**src/rtl/music_pkg.sv**
```systemverilog
// Shared music-player constants: counter width, tone dividers and meter state.
// Divider values assume a 50 MHz clk (generator div = clk cycles per period).
package music_pkg;

  localparam int CNT_W_DEF = 32;

  localparam int unsigned DIV_C4 = 191_113;
  localparam int unsigned DIV_A4 = 113_636;

  typedef enum logic {IDLE, ARMED} meter_state_t;

endpackage

```
**src/rtl/tone_edge_sync.sv**
```systemverilog
// Synchronises tone_in and flags its rising edges for one cycle.
// With TONE_DEGLITCH_EN defined, a GLITCH_CYC stability filter precedes edge detection.
module tone_edge_sync #(
  parameter int GLITCH_CYC = 4
) (
  input  logic clk,
  input  logic rst,
  input  logic tone_in,
  output logic rise
);

  logic s1, s2, s3, lvl;

  if (GLITCH_CYC < 1) begin : g_bad_glitch
    $error("GLITCH_CYC must be at least 1");
  end

`ifdef TONE_DEGLITCH_EN
  localparam int GW = $clog2(GLITCH_CYC + 1);
  logic [GW-1:0] run;

  // lvl follows s2 only after GLITCH_CYC consecutive disagreeing samples
  always_ff @(posedge clk) begin
    if (!rst) begin
      run <= '0;
      lvl <= 1'b0;
    end else if (s2 != lvl) begin
      if (run == GW'(GLITCH_CYC - 1)) begin
        lvl <= s2;
        run <= '0;
      end else begin
        run <= run + 1'b1;
      end
    end else begin
      run <= '0;
    end
  end
`else
  assign lvl = s2;
`endif

  always_ff @(posedge clk) begin
    if (!rst) begin
      s1 <= 1'b0;
      s2 <= 1'b0;
      s3 <= 1'b0;
    end else begin
      s1 <= tone_in;
      s2 <= s1;
      s3 <= lvl;
    end
  end

  assign rise = lvl & ~s3;

endmodule

```
**src/rtl/tone_period_meter.sv**
```systemverilog
// Measures the tone_in period in clk cycles, optionally averaged over 2^AVG_LOG2 periods.
// Optional input deglitching is enabled with the TONE_DEGLITCH_EN macro.
module tone_period_meter
  import music_pkg::*;
#(
  parameter int          CNT_W      = CNT_W_DEF,
  parameter int          AVG_LOG2   = 0,
  parameter int unsigned MAX_PERIOD = 32'd50_000_000,
  parameter int          GLITCH_CYC = 4
) (
  input  logic             clk,
  input  logic             rst,
  input  logic             tone_in,
  output logic [CNT_W-1:0] period,
  output logic             period_valid,
  output logic             no_signal
);

  localparam int ACC_W = CNT_W + AVG_LOG2;
  localparam int NUM_W = (AVG_LOG2 > 0) ? AVG_LOG2 : 1;
  localparam logic [NUM_W-1:0] NUM_LAST = NUM_W'((1 << AVG_LOG2) - 1);
  localparam logic [CNT_W-1:0] MAX_CNT  = CNT_W'(MAX_PERIOD);

  meter_state_t     state, state_nx;
  logic [CNT_W-1:0] cnt, cnt_nx, period_nx;
  logic [ACC_W-1:0] acc, acc_nx, sum;
  logic [NUM_W-1:0] num, num_nx;
  logic             valid_nx, nosig_nx, rise;

  tone_edge_sync #(.GLITCH_CYC(GLITCH_CYC)) u_sync (
    .clk     (clk),
    .rst     (rst),
    .tone_in (tone_in),
    .rise    (rise)
  );

  // accumulator including the period that just closed
  assign sum = acc + ACC_W'(cnt);

  always_comb begin
    state_nx  = state;
    cnt_nx    = cnt;
    acc_nx    = acc;
    num_nx    = num;
    period_nx = period;
    valid_nx  = 1'b0;
    nosig_nx  = no_signal;
    case (state)
      IDLE: begin
        if (rise) begin
          cnt_nx   = CNT_W'(1);
          state_nx = ARMED;
        end
      end
      ARMED: begin
        if (cnt == MAX_CNT) begin
          // silent input wins over a coincident rise
          state_nx  = IDLE;
          cnt_nx    = '0;
          acc_nx    = '0;
          num_nx    = '0;
          period_nx = '0;
          nosig_nx  = 1'b1;
        end else if (rise) begin
          cnt_nx = CNT_W'(1);
          if (num == NUM_LAST) begin
            period_nx = CNT_W'(sum >> AVG_LOG2);
            valid_nx  = 1'b1;
            nosig_nx  = 1'b0;
            acc_nx    = '0;
            num_nx    = '0;
          end else begin
            acc_nx = sum;
            num_nx = num + 1'b1;
          end
        end else begin
          cnt_nx = cnt + 1'b1;
        end
      end
      default: state_nx = IDLE;
    endcase
  end

  always_ff @(posedge clk) begin
    if (!rst) begin
      state        <= IDLE;
      cnt          <= '0;
      acc          <= '0;
      num          <= '0;
      period       <= '0;
      period_valid <= 1'b0;
      no_signal    <= 1'b1;
    end else begin
      state        <= state_nx;
      cnt          <= cnt_nx;
      acc          <= acc_nx;
      num          <= num_nx;
      period       <= period_nx;
      period_valid <= valid_nx;
      no_signal    <= nosig_nx;
    end
  end

endmodule

```
**config.mk**
```make
export PLATFORM = sky130hd
export DESIGN_NAME = tone_period_meter
export DESIGN_NICKNAME = d
export VERILOG_FILES = /design/src/rtl/music_pkg.sv /design/src/rtl/tone_edge_sync.sv /design/src/rtl/tone_period_meter.sv
export SDC_FILE = /design/constraint.sdc
export NUM_CORES = 1
export LEC_CHECK = 0
export CORE_ASPECT_RATIO = 0.75
export CORE_UTILIZATION = 29
export CTS_CLUSTER_DIAMETER = 60
export CTS_CLUSTER_SIZE = 16
export DETAILED_ROUTE_END_ITERATION = 16
export PLACE_DENSITY = 0.58
export SLEW_MARGIN = 20
export SYNTH_ARGS = -nofsm -noshare
export SYNTH_HDL_FRONTEND = slang
export SYNTH_SLANG_ARGS = --single-unit
```
**constraint.sdc**
```tcl
create_clock -name clk -period 6.7 [get_ports clk]
set_input_delay 0.67 -clock clk [delete_from_list [all_inputs] [get_ports clk]]
set_output_delay 0.67 -clock clk [all_outputs]
set_load 0.02 [all_outputs]
```
* After elaboration in Yosys (flattened, before gate mapping)
Cells that the tools add are included.
** Storage, ports and cells
- Latch bits :: 0
- Input bits :: 3
- Memory bits (read-only) :: 0
- Memory bits (writable) :: 0
- Memories kept :: 0
- Flip-flop bits (word level) :: 103
- Output and inout bits :: 34
- Logic and storage cells :: 45
** Operators by class
- $mul :: 0
- Bitwise gates (word level) :: 5
- Reduce and logical (&&, ||, !) cells :: 4
- Multiplexer cells :: 20
- Equal/unequal tests :: 3
- $add $sub $neg :: 3
- Order comparisons :: 0
- Shift operators :: 0
- Divide/modulo/power cells :: 0
** Operator list (count)
- $mux 32 :: 9
- $pmux 32 s2 :: 1
- $add 32x1->32 const B :: 1
- $add 32x32->32 :: 1
- $eq 32x26->1 const B :: 1
- $mux 1 :: 9
- $not 1->1 :: 4
- $reduce_or 4->1 :: 1
- $reduce_and 3->1 :: 1
- $ne 2x1->1 const B :: 1
- $ne 2x2->1 const B :: 1
- $pmux 1 s2 :: 1
- $reduce_and 2->1 :: 1
- $reduce_bool 2->1 :: 1
- $add 1x1->1 const B :: 1
- $and 1x1->1 :: 1

* Depth between registers and ports, before layout
Gate-level depths: netlist of the first run.
- Depth after elaboration :: 5
- Gate-level depth with buffers :: 8
- Depth with buffers taken out :: 6

* Cells and area by module
Synthesis of the first run repeated with hierarchy kept, for this count alone.
** Unflattened totals
- Cells, all modules :: 348
- Area total of the unflattened synthesis :: 3123.0 um^2
** Modules (own cells, without submodules)
- tone_period_meter :: sequential area each 1341.3 um^2, cells an instance 341, area an instance 3030.4 um^2, times used 1
- tone_edge_sync :: sequential area each 60.1 um^2, cells an instance 7, area an instance 92.6 um^2, times used 1

* Worst setup path before layout of the first run
Ideal clock, no wire load.
- Kind :: register to register
- Start :: register cnt[2]
- End :: register period[13]
- Stages on the path, launching flop included :: 9
- Path slack :: 4580 ps
- Required time :: 6583 ps
- Path buffers :: 3
- Period minus slack after synthesis :: 2120 ps
- Library setup time :: 117 ps
- Data arrival time :: 2003 ps
- Cells stage by stage :: dfxtp_1 buf_6 nor4b_1 nand4_1 or4_1 buf_2 a22o_4 buf_6 a22o_1
** Between the ends
- Cells in the longest elaborated chain, start to end :: 4
- Elaborated cells between the ends (all ways) :: 8
- Classes of those cells :: add/sub: 1; eq/ne: 2; mux: 3; reduce/logical: 2
** Ends and longest elaborated chain
- from (decl) :: RTL line tone_period_meter.sv:25 : logic [CNT_W-1:0] cnt, cnt_nx, period_nx;
- from (signal assigned) :: RTL line tone_period_meter.sv:95 : cnt <= cnt_nx;
- $add 32x32->32 :: RTL line tone_period_meter.sv:38 : assign sum = acc + ACC_W'(cnt);
- $mux 32 :: RTL line tone_period_meter.sv:66 : if (num == NUM_LAST) begin
- $mux 32 :: RTL line tone_period_meter.sv:64 : end else if (rise) begin
- $mux 32 :: RTL line tone_period_meter.sv:56 : if (cnt == MAX_CNT) begin
- to (signal assigned) :: RTL line tone_period_meter.sv:98 : period <= period_nx;
- to (decl) :: RTL line tone_period_meter.sv:14 : output logic [CNT_W-1:0] period,
Parallel ways exist; a longest one is shown, timed or not. The select of a mux whose other input is x is not followed.
A chain may end at the register's enable or synchronous reset.

* Final worst setup path of the first run
- Start :: register state
- End :: register cnt[7]
** Between the ends
- Cells in the longest elaborated chain, start to end :: 2
- Elaborated cells between the ends (all ways) :: 3
- Classes of those cells :: eq/ne: 1; mux: 1; bitwise: 1
** Ends and longest elaborated chain
- from (decl) :: RTL line tone_period_meter.sv:24 : meter_state_t state, state_nx;
- from (signal assigned) :: RTL line tone_period_meter.sv:94 : state <= state_nx;
- $not 1->1 (no source line)
- $pmux 32 s2 / $ne 2x2->1 (equally long branches)
Parallel ways exist; a longest one is shown, timed or not.

==> run metrics, run 1 <==
Top delay family on crit path=simple AND/OR/NAND/NOR gates; Syn-to-layout area delta=24.58%; placed inst area=3406 um2; Worst EP required=6.92 ns; cell accounting for the most synthesized area=dfxtp_1; Root Driver=clkbuf_16; WHS Path Cells=1; setup_tns=0 ns; Lkg Pwr=0.001181 uW; Synth Warn #=0; Post-Syn Instances=330; top sig layer=met4; wl on met1=4.112 mm; Fillers=988; Mapped Avg Cell Area=9.130 um2; Initial Util=30.46%; Fin. Hold Viols=0; vias in the first global route=2439; Worst Path Class, Setup=reg -> reg; Setup WS post-layout=3.738 ns; FF/Latch Area=1401 um2; Hold-fix buffers, CTS=0; R2R setup slack=3.74 ns; ranking of synthesized cells by area=dfxtp_1 (47%), a22o_1 (9.3%), nand4_1 (4.6%), nand3_1 (4.2%), nand2_1 (3.1%); Initial DRC Count=169; H-tree depth=3; worst r2r src=state; WL met2=3.045 mm; EDFF count, synth=0; dpl ws=3.497 ns; die height=90.27 um; Post-synth top flop=dfxtp_1; multi-input logic area=1423 um2; vias=2647; worst reg2reg path depth=4; Total Power=996.7 uW; Vias/cell=5.447; GRT overflow=0; worst min-delay path startpoint=u_sync.s1; core area=9891 um2; num ports=37; Max-Cap Viols=0; Cell Pwr Density=265.5 nW/um2; Critical Path, Cell by Cell=clkinv_1, nor2_1, nand2_1, o311ai_0; Max Freq=0.3376 GHz; GRT Resource Usage Total=15.79%; syn_nets=335; # port buffers=36; Die X=119.7 um; CP Launch Type=register; crit path time final=2.962 ns; half-perimeter wire length after placement=5.166 mm; critical path's largest stage delay=0.62 ns; arrival time worst endpoint=3.19 ns; total clock sinks=70; Worst-path clk slew=0.05 ns; Post-synth top cells=dfxtp_1 (70), a22o_1 (32), nand2_1 (25), nand3_1 (25), nand4_1 (22); Slew headroom=34.17%; Hold WC Path Type=reg -> reg; Hold EP=u_sync.lvl; Yosys top cell area share=46.51%; drc violations=0; FP Rows=31; ANT nets after route=0; sequential element share of the synthesized area=46.51%; Critical-path top delay cell=nand2_1; Slew Limit Fails=0; RSZ-0062 raised after global routing=false; fraction of layout cells with a size suffix above 1=6.497%; # setup viols final=0; CTS max path bufs=2; synthesized area=3013 um2; outcome=finished clean; Post-synth ARST share=0%; crit path max fanout=23; die area=10800 um2; initial antenna violation count=0; Post-CTS Resized=0; fin crit share=44.21%; largest net degree at the start of global routing=33; CP bufs+invs=1; layout net count=354; CP Capture Type=register; metal3 WL=595 um; Peak VDD IR=0.0001473 V; most common cell in the synthesized netlist=dfxtp_1; register bit count reported by yosys=70; TritonCTS clock tree=yes; final wirelength=7.837 mm; Yosys cell types=43; drt first pass iters=5; global-route wire length before repair=13.11 mm; Final Wtd Congestion=0.8266; Num CTS Buffers=9; R2R Path End=cnt[7]; Max Clock Skew=0.003940 ns; worst-margin pin slew=0.9874 ns; final instance area=3754 um2; DR WL/cell=16.13 um; Post-CTS Setup Inserts=0; diode count=0; worst skew pair latency=0.34 ns
==> routing by layer <==
metal	GRT usage, %	vias up
li1	-	1300
met1	23.95	1240
met2	19.85	98
met3	5.808	9
met4	5.208	0
met5	0	-
==> state kept, by name, indices dropped and copies added (netlist names) <==
signal        count
cnt              32
period           32
u_sync.s1         1
u_sync.s3         1
period_valid      1
u_sync.lvl        1
state             1
no_signal         1
==> cells in the final DEF (no fill, tap or decap), types with 5 or more instances in the layout <==
master,netlist,layout
a31oi_1,7,7
clkdlybuf4s50_1,0,36
o21ai_0,9,9
o211ai_1,9,9
a22o_1,32,32
nand3_1,25,25
nand2_1,25,25
nor2_1,11,11
dfxtp_1,70,70
nand4_1,22,22
clkbuf_16,0,9
nor3_1,6,5
a21oi_1,5,5
o31ai_1,10,10
nor4_1,9,9
and2_1,7,7
inv_1,10,10
==> report_power, final <==
group | leakage [uW] | internal [uW] | switching [uW]
logic | 0.000444 | 5.81 | 19.0
registers | 0.000564 | 418 | 2.66
clock network | 0.000172 | 373 | 178
==> layout make-up <==
type,instances,share of cell area [%]
multi-input cells,219,37.90
flip-flops and latches,70,37.33
repair buffers,38,10.00
clock buffers,10,6.367
well taps,132,4.400
clock inverters,6,2.900
inverters,11,1.100
==> through the flow <==
stage	utilization, %	cells	hold WS, ns
final	37.95	486	0.4307
after global routing	37.95	486	0.4385
after CTS	37.95	486	0.4348
after detailed placement	34.43	470	0.4222
after global placement	34.43	470	0.4155
after floorplan	-	330	0.4119
==> how the worst max path moves through the flow <==
stage                       endpoint  startpoint  cells after the start
after floorplan           period[13]      cnt[2]                      8
after global placement       cnt[13]         rst                      5
after detailed placement     cnt[13]         rst                      5
after CTS                     cnt[7]       state                      4
after global routing         cnt[17]       state                      4
final                         cnt[7]       state                      4
==> cells by family (layout without fill, tap and decap cells) <==
logic type      after synthesis  count (layout)  synth area share (%)
compound gates               89              89                 22.80
xor+xnor                      4               4                 1.163
fa+ha+maj                     2               2                0.8304
buf+inv                      41              65                 6.437
flops                        70              70                 46.51
simple gates                124             124                 22.26
No activity file was read; power rests on OpenSTA's default activity.
==> run 2: changes to the inputs <==
PLACE_DENSITY = 0.6   (was 0.58)
clock period = 2.7 ns   (was 6.7 ns; I/O delays follow)
==> run metrics, run 2 (synthesis gave the netlist of run 1 again) <==
die area=10800 um2 (unchanged); Initial Util=30.46% (unchanged); Max Freq=0.4336 GHz (was 0.3376 GHz); H-tree depth=3 (unchanged); CP Launch Type=register (unchanged); total clock sinks=70 (unchanged); largest net degree at the start of global routing=33 (unchanged); drc violations=0 (unchanged); Hold-fix buffers, CTS=0 (unchanged); TritonCTS clock tree=yes (unchanged); Cell Int Power=1806 uW (was 796.6 uW); Critical-path top delay cell=or4_1 (was nand2_1); Worst-path clk slew=0.05 ns (about the same); critical path's largest stage delay=0.59 ns (was 0.62 ns); # port buffers=36 (unchanged); Slew Limit Fails=0 (unchanged); ANT nets after route=0 (unchanged); GRT overflow=0 (unchanged); Max Clock Skew=0.007991 ns (was 0.003940 ns); RSZ-0062 raised after global routing=false (unchanged); diode count=0 (unchanged); final hold slack=0.4305 ns (was 0.4307 ns); die height=90.27 um (unchanged); setup_tns=0 ns (unchanged); Slew headroom=55.23% (was 34.17%); Lkg Pwr=0.001251 uW (was 0.001181 uW); core area=9891 um2 (unchanged); Top delay family on crit path=simple AND/OR/NAND/NOR gates (unchanged); sw frac=21.20% (was 20.07%); worst-margin pin slew=0.6691 ns (was 0.9874 ns); vias in the first global route=2530 (was 2439); P_sw=485.8 uW (was 200.0 uW); Post-Place Cells=488 (was 470); Combinational Power Share=3.4% (was 2.5%); Worst Path Class, Setup=reg -> reg (unchanged); Max-Cap Viols=0 (unchanged); commonest non-fill, non-tap cell in the layout=dfxtp_1 (unchanged); Initial DRC Count=215 (was 169); Sequential Power Share=45.5% (was 42.2%); crit path max fanout=32 (was 23); Largest regs=cnt x32, period x32 (unchanged); CP bufs+invs=0 (was 1); Core Util, Final=38.90% (was 37.95%); fin crit share=85.42% (was 44.21%); Root Driver=clkbuf_16 (unchanged); DR WL/cell=16.25 um (was 16.13 um); Num CTS Buffers=9 (unchanged); most frequent cells in the layout=dfxtp_1 (70), clkdlybuf4s50_1 (36), a22o_1 (32) (unchanged); drt first pass iters=4 (was 5); Clk pwr share=51.1% (was 55.3%); R2R setup slack=0.39 ns (was 3.74 ns); # setup viols final=0 (unchanged); non-filler cells, final=504 (was 486); layout net count=372 (was 354); arrival time worst endpoint=2.53 ns (was 3.19 ns); vias=2812 (was 2647); Peak VDD IR=0.0002748 V (was 0.0001473 V); Fin. Hold Viols=0 (unchanged); GRT Resource Usage Total=15.98% (was 15.79%); outcome=finished clean (unchanged); Worst EP required=2.92 ns (was 6.92 ns); CP Capture Type=register (unchanged); Die X=119.7 um (unchanged); Critical Path, Cell by Cell=nor4_1, nand4_1, or4_1, a22o_4, a22o_1 (was clkinv_1, nor2_1, nand2_1, o311ai_0); Post-CTS Setup Inserts=0 (unchanged); global-route wire length before repair=13.34 mm (was 13.11 mm); Fillers=1006 (was 988); num ports=37 (unchanged); initial antenna violation count=0 (unchanged); fraction of layout cells with a size suffix above 1=11.02% (was 6.497%); Cell Pwr Density=595.6 nW/um2 (was 265.5 nW/um2); Final Wtd Congestion=0.8593 (was 0.8266); crit path time final=2.306 ns (was 2.962 ns); Hold WC Path Type=reg -> reg (unchanged); worst skew pair latency=0.34 ns (about the same); final wirelength=8.188 mm (was 7.837 mm); Syn-to-layout area delta=27.70% (was 24.58%); FP Rows=31 (unchanged); Vias/cell=5.579 (was 5.447); CTS max path bufs=2 (unchanged); half-perimeter wire length after placement=5.442 mm (was 5.166 mm); Post-CTS Resized=0 (unchanged)
-- run 2: metal layers --
metal	GRT usage (%)	part of all wire, %	vias to the layer above
li1	-	-	1339
met1	22.37	50	1360
met2	22.74	42	102
met3	5.240	6.5	11
met4	5.521	1.5	0
met5	0	0	-
-- run 2: layout make-up --
| class | count | area [um2] | share of cell area, % |
|---|---|---|---|
| Clock buffer | 14 | 294.0 | 7.642 |
| Sequential cell | 70 | 1401 | 36.42 |
| Timing Repair Buffer | 56 | 510.5 | 13.27 |
| Multi-Input combinational cell | 219 | 1423 | 36.98 |
| Clock inverter | 2 | 12.51 | 0.3252 |
| Tap cell | 132 | 165.2 | 4.293 |
| Inverter | 11 | 41.29 | 1.073 |
-- run 2: path summary, 6_finish.rpt --
path             start          to  cells after the start
max             cnt[4]  period[16]                      5
min          u_sync.s1  u_sync.lvl                      1
max reg2reg     cnt[4]  period[16]                      5
min reg2reg  u_sync.s1  u_sync.lvl                      1
-- run 2: worst register-to-register path, stage by stage, from the launching register on --
cell and delay [ns]:
dfxtp_1 0.39, nor4_1 0.36, nand4_1 0.15, or4_1 0.59, a22o_4 0.41, a22o_1 0.29
-- run 2: metrics by stage --
| step | cell area [um2] | power [uW] | worst slack (ns) |
|---|---|---|---|
| floorplan | 3013 | 1116 | 0.5804 |
| global placement | 3541 | 1139 | 0.4549 |
| detailed placement | 3541 | 1140 | 0.4168 |
| CTS | 3847 | 2311 | 0.3986 |
| global route | 3847 | 2364 | 0.3065 |
| finish | 3847 | 2291 | 0.3938 |
-- run 2: power by group through the flow --
stage	Clock [uW]	Combinational (uW)	Sequential, uW
finish	1170	78.7	1040
global route	1240	85.0	1040
CTS	1190	77.6	1040
detailed placement	0	76.2	1060
global placement	0	75.4	1060
floorplan	0	52.4	1060
==> run 3: changes to the inputs <==
PLACE_DENSITY = default   (was 0.6)
==> results of run 3 <==
Final layout, timing and power as in run 2 (identical DEF).
